### src/rtl/turnstile_credit_driver_pkg.sv
// Shared definitions for the turnstile credit driver: FSM state encoding used by
// the RTL and by anything that needs to observe the entry sequencer.
package turnstile_credit_driver_pkg;

  localparam int STATE_W = 3;

  typedef enum logic [STATE_W-1:0] {
    ST_IDLE  = 3'd0,
    ST_COIN  = 3'd1,
    ST_OPEN  = 3'd2,
    ST_PASS  = 3'd3,
    ST_DRAIN = 3'd4
  } state_e;

endpackage : turnstile_credit_driver_pkg

### src/rtl/turnstile_debounce.sv
// Two-flop synchronizer followed by a stability counter; the clean output only
// follows the raw input after DEBOUNCE_LIMIT consecutive differing cycles.
module turnstile_debounce #(
  parameter int DEBOUNCE_LIMIT = 250000
) (
  input  logic clk,
  input  logic rst_n,
  input  logic raw_i,
  output logic clean_o
);

  localparam int              CNT_W    = $clog2(DEBOUNCE_LIMIT);
  localparam logic [CNT_W-1:0] CNT_LAST = CNT_W'(DEBOUNCE_LIMIT - 1);

  logic             sync1_q;
  logic             sync2_q;
  logic [CNT_W-1:0] cnt_q;
  logic [CNT_W-1:0] cnt_d;
  logic             clean_q;
  logic             clean_d;

  always_comb begin
    // NOTE: every output of this block gets a default first so no path leaves
    // it unassigned, which would otherwise infer a latch.
    cnt_d   = cnt_q;
    clean_d = clean_q;
    if (sync2_q == clean_q) begin
      cnt_d = '0;
    end else if (cnt_q == CNT_LAST) begin
      clean_d = ~clean_q;
      cnt_d   = '0;
    end else begin
      cnt_d = cnt_q + CNT_W'(1);
    end
  end

  always_ff @(posedge clk or negedge rst_n) begin
    if (!rst_n) begin
      sync1_q <= 1'b0;
      sync2_q <= 1'b0;
      cnt_q   <= '0;
      clean_q <= 1'b0;
    end else begin
      // NOTE: non-blocking assignments let all flops sample the pre-edge values,
      // which is what makes sync1_q -> sync2_q a real two-stage chain.
      sync1_q <= raw_i;
      sync2_q <= sync1_q;
      cnt_q   <= cnt_d;
      clean_q <= clean_d;
    end
  end

  assign clean_o = clean_q;

endmodule : turnstile_debounce

### src/rtl/turnstile_credit_driver.sv
// Conditions coin/push sensors, counts paid credits and sequences one entry at a
// time through the turnstile, consuming a credit when the turnstile relocks.
module turnstile_credit_driver
  import turnstile_credit_driver_pkg::*;
#(
  parameter int DEBOUNCE_LIMIT = 250000,
  parameter int CREDIT_WIDTH   = 4
) (
  input  logic                    i_Clk,
  input  logic                    i_Reset_L,
  input  logic                    i_Coin_Raw,
  input  logic                    i_Push_Raw,
  input  logic                    i_Locked,
  output logic                    o_Coin,
  output logic                    o_Push,
  output logic [CREDIT_WIDTH-1:0] o_Credits,
  output logic                    o_Credit_Full,
  output logic                    o_Pass_Pulse
);

  localparam logic [CREDIT_WIDTH-1:0] CREDIT_MAX = {CREDIT_WIDTH{1'b1}};

  logic coin_deb;
  logic push_deb;
  logic coin_deb_prev_q;
  logic coin_rise;
  logic credit_dec;

  logic [CREDIT_WIDTH-1:0] credits_q;
  logic [CREDIT_WIDTH-1:0] credits_d;

  state_e state_q;
  state_e state_d;
  logic   coin_q, coin_d;
  logic   push_q, push_d;
  logic   pass_q, pass_d;

  turnstile_debounce #(.DEBOUNCE_LIMIT(DEBOUNCE_LIMIT)) u_coin_debounce (
    .clk     (i_Clk),
    .rst_n   (i_Reset_L),
    .raw_i   (i_Coin_Raw),
    .clean_o (coin_deb)
  );

  turnstile_debounce #(.DEBOUNCE_LIMIT(DEBOUNCE_LIMIT)) u_push_debounce (
    .clk     (i_Clk),
    .rst_n   (i_Reset_L),
    .raw_i   (i_Push_Raw),
    .clean_o (push_deb)
  );

  assign coin_rise  = coin_deb & ~coin_deb_prev_q;
  assign credit_dec = (state_q == ST_PASS) && (credits_q != '0);

  // A coin landing on the PASS cycle cancels the decrement; at full, lone coins are dropped.
  always_comb begin
    credits_d = credits_q;
    if (coin_rise && !credit_dec) begin
      if (credits_q != CREDIT_MAX) credits_d = credits_q + CREDIT_WIDTH'(1);
    end else if (credit_dec && !coin_rise) begin
      credits_d = credits_q - CREDIT_WIDTH'(1);
    end
  end

  always_comb begin
    state_d = state_q;
    unique case (state_q)
      ST_IDLE:  if (credits_q != '0) state_d = ST_COIN;
      ST_COIN:  if (!i_Locked)       state_d = ST_OPEN;
      ST_OPEN:  if (i_Locked)        state_d = ST_PASS;
      ST_PASS:                       state_d = ST_DRAIN;
      // Holding here until the arm is released stops one long push spending two credits.
      ST_DRAIN: if (!push_deb)       state_d = ST_IDLE;
      default:                       state_d = ST_IDLE;
    endcase
    // Outputs are decoded from the next state so they register alongside state_q.
    coin_d = (state_d == ST_COIN);
    push_d = (state_d == ST_OPEN) && push_deb;
    pass_d = (state_d == ST_PASS);
  end

  always_ff @(posedge i_Clk or negedge i_Reset_L) begin
    if (!i_Reset_L) begin
      state_q         <= ST_IDLE;
      coin_q          <= 1'b0;
      push_q          <= 1'b0;
      pass_q          <= 1'b0;
      credits_q       <= '0;
      coin_deb_prev_q <= 1'b0;
    end else begin
      state_q         <= state_d;
      coin_q          <= coin_d;
      push_q          <= push_d;
      pass_q          <= pass_d;
      credits_q       <= credits_d;
      coin_deb_prev_q <= coin_deb;
    end
  end

  assign o_Coin        = coin_q;
  assign o_Push        = push_q;
  assign o_Pass_Pulse  = pass_q;
  assign o_Credits     = credits_q;
  assign o_Credit_Full = (credits_q == CREDIT_MAX);

endmodule : turnstile_credit_driver

### config.mk
export PLATFORM = sky130hd
export DESIGN_NAME = turnstile_credit_driver
export DESIGN_NICKNAME = d
export VERILOG_FILES = /design/src/rtl/turnstile_credit_driver_pkg.sv /design/src/rtl/turnstile_debounce.sv /design/src/rtl/turnstile_credit_driver.sv
export SDC_FILE = /design/constraint.sdc
export NUM_CORES = 1
export LEC_CHECK = 0
export ABC_AREA = 0
export BUFFER_PORTS_ARGS = -buffer_cell sky130_fd_sc_hd__buf_2
export CAP_MARGIN = 5
export CORE_AREA = 3 3 67 82
export DETAILED_ROUTE_END_ITERATION = 6
export DIE_AREA = 0 0 70 85
export PLACE_DENSITY = 0.72
export SYNTH_ARGS = -nofsm -noshare
export SYNTH_HDL_FRONTEND = slang
export SYNTH_HIERARCHICAL = 1
export SYNTH_SLANG_ARGS = --single-unit
### constraint.sdc
create_clock -name i_Clk -period 2.7 [get_ports i_Clk]
set_input_delay 0.135 -clock i_Clk [delete_from_list [all_inputs] [get_ports i_Clk]]
set_output_delay 0.135 -clock i_Clk [all_outputs]
set_load 0.05 [all_outputs]
==> metrics.yaml, run 1 <==
synthXorXnorAreaFrac_pct: 11.3
drcViolationCount: 0
power_uw: 1420
synth-compound-area-share_pct: 5.61
whs_endpoint: "o_Push$_DFF_PN0_"
hold_path_depth: 2
postCtsResizedCells: 0
holdCritStartpoint: "i_Locked"
tns_ns: 0
r2r_cells: 7
critPathArrivalTime_ns: 2.50
yosys.area_share.simple_pct: 25.0
ios: 13
status: "finished, final reports clean"
grt_pass1_vias: 1917
synth.avg_cell_area_um2: 10.7
grt.overflow.total: 0
h-tree-depth: 2
dieWidth_um: 70
cts_buffers: 5
synth_edf_count: 0
r2r-end: "o_Credits[3]$_DFFE_PN0P_"
synth_top_family_by_area: "simple AND/OR/NAND/NOR gates"
antennaDiodeCount: 0
ys_seq_elements: 53
synth_cell_types: 40
ctsRootBufferMaster: "clkbuf_8"
cts.clk_slew.worst_paths_ns: 0.09
hold_violations: 0
ys.flop_type: "dfrtp_1"
drive_gt1_share_pct: 15.7
grt_setup_unrepaired: "false"
setup_viol: 0
synthCells: 245
synth_top_area_share_pct: 50.4
crit_path_end_kind: "register"
clockBufferDepth: 2
die_y_um: 85
cts_sinks: 53
yosysMostFrequentCell: "dfrtp_1"
grt_max_degree: 39
synth.area.mux_share_pct: 2.66
yosys-top-cells-area: "dfrtp_1, xnor2_1, nor2_1"
yosysSeqAreaShare_pct: 50.4
fin_crit_ns: 2.27
critPathLaunchType: "register"
num_rows: 28
p_leak_uw: 0.00127
ir_drop_v: 0.000268
skew_ns: 0.0109
die_area_um2: 5950
wl_um: 4580
hp-class: "in2reg"
yosysTopAreaCell: "dfrtp_1"
synthTopCellsByCount: "dfrtp_1, nor2_1, xnor2_1"
crit_type: "reg2reg"
clk_latency_ns: 0.30
r2r_slack_ns: 0.43
gp_congestion: 0.787
power_per_cell_area_nw_per_um2: 493
crit_fanout: 6
final_nets: 276
dp_hpwl_um: 3330
worst_pin_slew_ns: 0.555
syn_nets: 255
synthToLayoutAreaGrowth_pct: 9.17
antenna_found_initial: 0
slew_viol_final: 0
slew-limit-headroom_pct: 62.9
gr-usage-all-layers_pct: 17.3
synthAdderAreaFrac_pct: 2.66
rr_startpoint: "o_Credits[0]$_DFFE_PN0P_"
ant_nets: 0
core_um2: 4830
syn-cell-area_um2: 2630
dr.pass1.iters: 4
async_flop_share_pct: 100
vias: 1818
postCtsSetupBuffers: 0
viasPerCell: 5.56
cts_tree: "built"
grt_first_pass_wirelength_um: 8310
fin_crit_sh_pct: 84.2
final_core_util_pct: 59.4
wire_per_inst_um: 14.0
yosysWarnings: 6
cts_hold_buf: 3
port_buffers: 12
crit_required_ns: 2.93
start_util_pct: 54.5
dr.first_iter.drc_count: 104
fmaxAchievable_ghz: 0.440
drv_cap: 0
## critical path, cell delays in order (launching register included)
cell	delay, ns
dfrtp_1	0.46
nor4_2	0.42
o21ai_0	0.24
ha_1	0.32
a21o_1	0.17
a21oi_1	0.19
mux2i_2	0.25
xor2_1	0.15
## cell type report
type	count	area, um^2
inverter	7	26.3
sequential	53	1330
tap	60	75.1
clock inverter	1	7.51
multi-input combinational	180	1240
clock buffer	7	76.3
fill	418	1960
timing repair buffer	19	120
## registers in the layout, summed over array words and instances, names as in the netlist, 3 cells and up
| register | count |
|---|---|
| o_Credits | 4 |
| state_q | 3 |
| u_coin_debounce/cnt_q | 18 |
| u_push_debounce/cnt_q | 18 |
## layout by cell type, fill, tap and decap left out, types with 3 or more instances in the layout
cell / Yosys / layout
mux2_2: 3 / 3
buf_2: 0 / 12
nand4_1: 11 / 11
nand3_1: 13 / 13
dlygate4sd3_1: 0 / 3
inv_1: 7 / 7
xnor2_1: 21 / 21
nand2_1: 13 / 13
a21oi_1: 4 / 4
buf_4: 1 / 4
nor4_1: 14 / 14
ha_1: 4 / 4
dfrtp_1: 53 / 53
nor3_1: 6 / 6
clkbuf_8: 0 / 5
xor2_1: 13 / 13
nor2_1: 38 / 38
o21ai_0: 5 / 5
## kinds of logic after synthesis
kind of cell	Yosys count
adder cells (fa/ha/maj)	5
AND/OR/NAND/NOR	118
XOR/XNOR	34
buffers and inverters	12
AO/OA/AOI/OAI	17
flip-flops	53
multiplexers	6
## metrics by stage
stage	setup slack (ns)	area [um^2]	hold WS (ns)	cells
5_1_grt	0.331	2870	0.0377	327
3_3_place_gp	0.492	2760	0.0557	316
6_report	0.426	2870	0.0573	327
2_1_floorplan	0.345	2630	-0.161	245
4_1_cts	0.408	2870	0.0468	327
3_5_place_dp	0.429	2760	0.0641	316
## metal layers
metal | vias to the layer above | part of all wire (%) | track usage [%]
li1 | 905 | - | -
met1 | 888 | 43 | 19.1
met2 | 17 | 53 | 31.8
met3 | 8 | 2.2 | 3.67
met4 | 0 | 2.0 | 7.14
met5 | - | 0 | 0
## worst max-delay path by stage
stage / from / end / slack (ns) / cells past startpoint
final: o_Credits[0]$_DFFE_PN0P_ / o_Credits[3]$_DFFE_PN0P_ / 0.43 / 7
after global routing: o_Credits[0]$_DFFE_PN0P_ / o_Credits[3]$_DFFE_PN0P_ / 0.33 / 7
after CTS: o_Credits[0]$_DFFE_PN0P_ / o_Credits[3]$_DFFE_PN0P_ / 0.41 / 7
after detailed placement: o_Credits[0]$_DFFE_PN0P_ / o_Credits[3]$_DFFE_PN0P_ / 0.43 / 7
after global placement: o_Credits[0]$_DFFE_PN0P_ / o_Credits[3]$_DFFE_PN0P_ / 0.49 / 7
after floorplan: o_Credits[0]$_DFFE_PN0P_ / o_Credits[3]$_DFFE_PN0P_ / 0.34 / 7
## power breakdown
group / switching, uW / internal [uW]
Sequential: 41.9 / 822
Clock: 239 / 184
Combinational: 79.6 / 50.5
Total: 361 / 1060
Note: power is estimated with default switching activity, not from simulation.
==> run 2: changes to the inputs <==
- clock period: 2.7 -> 2.2 ns (I/O delays scaled with it)
==> run 2 against run 1 <==
Net effect: sequential power up 22%; sequential cell count unchanged; via count up 2.3%; combinational power up 53%; clock skew up 0.0043 ns; clock power up 32%.
==> metrics.yaml, run 2 (synthesized netlist as in run 1, its figures left out) <==
grt_pass1_vias: 1840  # -4.0%
power_per_cell_area_nw_per_um2: 604  # +23%
gr-usage-all-layers_pct: 16.8  # -0.43 points
die_area_um2: 5950  # unchanged
drv_cap: 0  # unchanged
critical_path.endpoint: "o_Credits[3]$_DFFE_PN0P_"
worst_pin_slew_ns: 0.653  # +0.0979 ns
grt_max_degree: 32  # -18%
rr_startpoint: "o_Credits[0]$_DFFE_PN0P_"
cts_sinks: 53  # unchanged
status: "finished, final reports clean"
finalNonFillerCells: 338  # +3.4%
cts_tree: "built"
hold_violations: 0  # unchanged
met2WireLength_um: 2310  # -4.9%
fin_crit_sh_pct: 94.2  # +10 points
dr.first_iter.drc_count: 89  # -14%
fill_cells: 418  # unchanged
core_um2: 4830  # unchanged
fmaxAchievable_ghz: 0.483  # +9.8%
r2r_slack_ns: 0.13  # -0.30 ns
drive_gt1_share_pct: 20.9  # +5.1 points
final_nets: 287  # +4.0%
wl_met1_um: 2100  # +7.4%
grt_first_pass_wirelength_um: 8160  # -1.7%
dr.pass1.iters: 4  # unchanged
cts.clk_slew.worst_paths_ns: 0.11  # +0.02 ns
p_leak_uw: 0.00134  # +5.0%
clk_latency_ns: 0.31  # about the same
final_core_util_pct: 61.7  # +2.3 points
antenna_found_initial: 0  # unchanged
skew_ns: 0.0152  # +0.00431 ns
mostFrequentLayoutCells: "dfrtp_1, nor2_1, xnor2_1, buf_4, nor4_1"
cts_buffers: 5  # unchanged
ir_drop_v: 0.000406  # +52%
die_y_um: 85  # unchanged
grt.overflow.total: 0  # unchanged
dp_hpwl_um: 3340  # +0.34%
final_common_cell: "dfrtp_1"
dieWidth_um: 70  # unchanged
route.met3.wl_um: 133  # +32%
crit_path_end_kind: "register"
slew-limit-headroom_pct: 56.5  # -6.4 points
ant_nets: 0  # unchanged
crit_required_ns: 2.43  # -0.50 ns
critPathLaunchType: "register"
h-tree-depth: 2  # unchanged
clockBufferDepth: 2  # unchanged
synthToLayoutAreaGrowth_pct: 13.4
ctsRootBufferMaster: "clkbuf_8"
antennaDiodeCount: 0  # unchanged
r2r_cells: 7  # unchanged
routed.top_layer: "met4"
setup_viol: 0  # unchanged
place_inst: 322  # +1.9%
vias: 1860  # +2.3%
r2r-end: "o_Credits[3]$_DFFE_PN0P_"
num_rows: 28  # unchanged
hp-class: "in2async"
gp_congestion: 0.833  # +5.8%
drcViolationCount: 0  # unchanged
start_util_pct: 54.5  # unchanged
wl_um: 4610  # +0.57%
critPathArrivalTime_ns: 2.31  # -0.19 ns
slew_viol_final: 0  # unchanged
crit_type: "reg2reg"
critPathLaunch: "o_Credits[0]$_DFFE_PN0P_"
fin_crit_ns: 2.07  # -0.202 ns
ios: 13  # unchanged
viasPerCell: 5.50  # -1.0%
port_buffers: 12  # unchanged
wire_per_inst_um: 13.6  # -2.7%
crit_fanout: 6  # unchanged
-- run 2: cell count changes in the layout (fill, tap and decap cells not counted), sizes merged --
cell,delta
dlygate4sd3,+1
clkbuf,-2
inv,+1
clkinv,+1
buf,+10
-- run 2: critical path: stages, from the launching register on --
cell,delay (ns)
dfrtp_2,0.47
nor4_4,0.33
o21ai_2,0.12
ha_1,0.29
a21o_1,0.18
a21oi_1,0.19
mux2i_2,0.24
xor2_1,0.18
-- run 2: worst min-delay path by stage --
stage | startpoint | to | slack (ns) | depth (start not counted)
after CTS | i_Reset_L | o_Pass_Pulse$_DFF_PN0_ | 0.36 | 2
after global placement | i_Reset_L | o_Coin$_DFF_PN0_ | 0.18 | 1
after global routing | u_coin_debounce/sync1_q$_DFF_PN0_ | u_coin_debounce/sync2_q$_DFF_PN0_ | 0.36 | 0
final | i_Reset_L | o_Pass_Pulse$_DFF_PN0_ | 0.34 | 2
after floorplan | i_Reset_L | coin_deb_prev_q$_DFF_PN0_ | -0.19 | 0
after detailed placement | i_Reset_L | o_Pass_Pulse$_DFF_PN0_ | 0.18 | 1
-- run 2: layout make-up --
| cell class | count | area, um^2 | share of cell area, % |
|---|---|---|---|
| sequential | 53 | 1330 | 44.6 |
| multi-input combinational | 180 | 1250 | 42.0 |
| timing repair buffer | 30 | 205 | 6.87 |
| tap | 60 | 75.1 | 2.51 |
| clock buffer | 5 | 68.8 | 2.31 |
| inverter | 7 | 26.3 | 0.880 |
| clock inverter | 3 | 25.0 | 0.838 |
-- run 2: what timing repair did --
action                                  4_1_cts  5_1_grt
endpoints found under the setup margin        1        1
hold buffers                                  4        0
buffers inserted                              0        4
resized for setup                             1        1
hold endpoints to repair                     32        0
-- run 2: stage by stage --
stage               setup TNS (ns)  instance area, um^2  hold WS (ns)  setup slack (ns)  total power (uW)
floorplan                        0                 2650        -0.186            0.0115              1190
global placement                 0                 2820         0.177             0.127              1250
detailed placement        -0.00867                 2820         0.178          -0.00867              1260
CTS                              0                 2950         0.359            0.0570              1830
global route               -0.0219                 2990         0.363           -0.0219              1900
finish                           0                 2990         0.341             0.128              1800
-- run 2: routing by layer --
layer / GRT usage, % / vias to the layer above
met5: 0 / -
met2: 29.6 / 29
met4: 6.27 / 0
met3: 3.91 / 5
li1: - / 928
met1: 20.0 / 898
-- run 2: power by group --
part	internal (uW)	total [uW]	leakage (uW)	switching, uW
clock	230	560	0.0000447	330
combinational	77.3	199	0.000574	121
sequential	1010	1050	0.000719	36.3
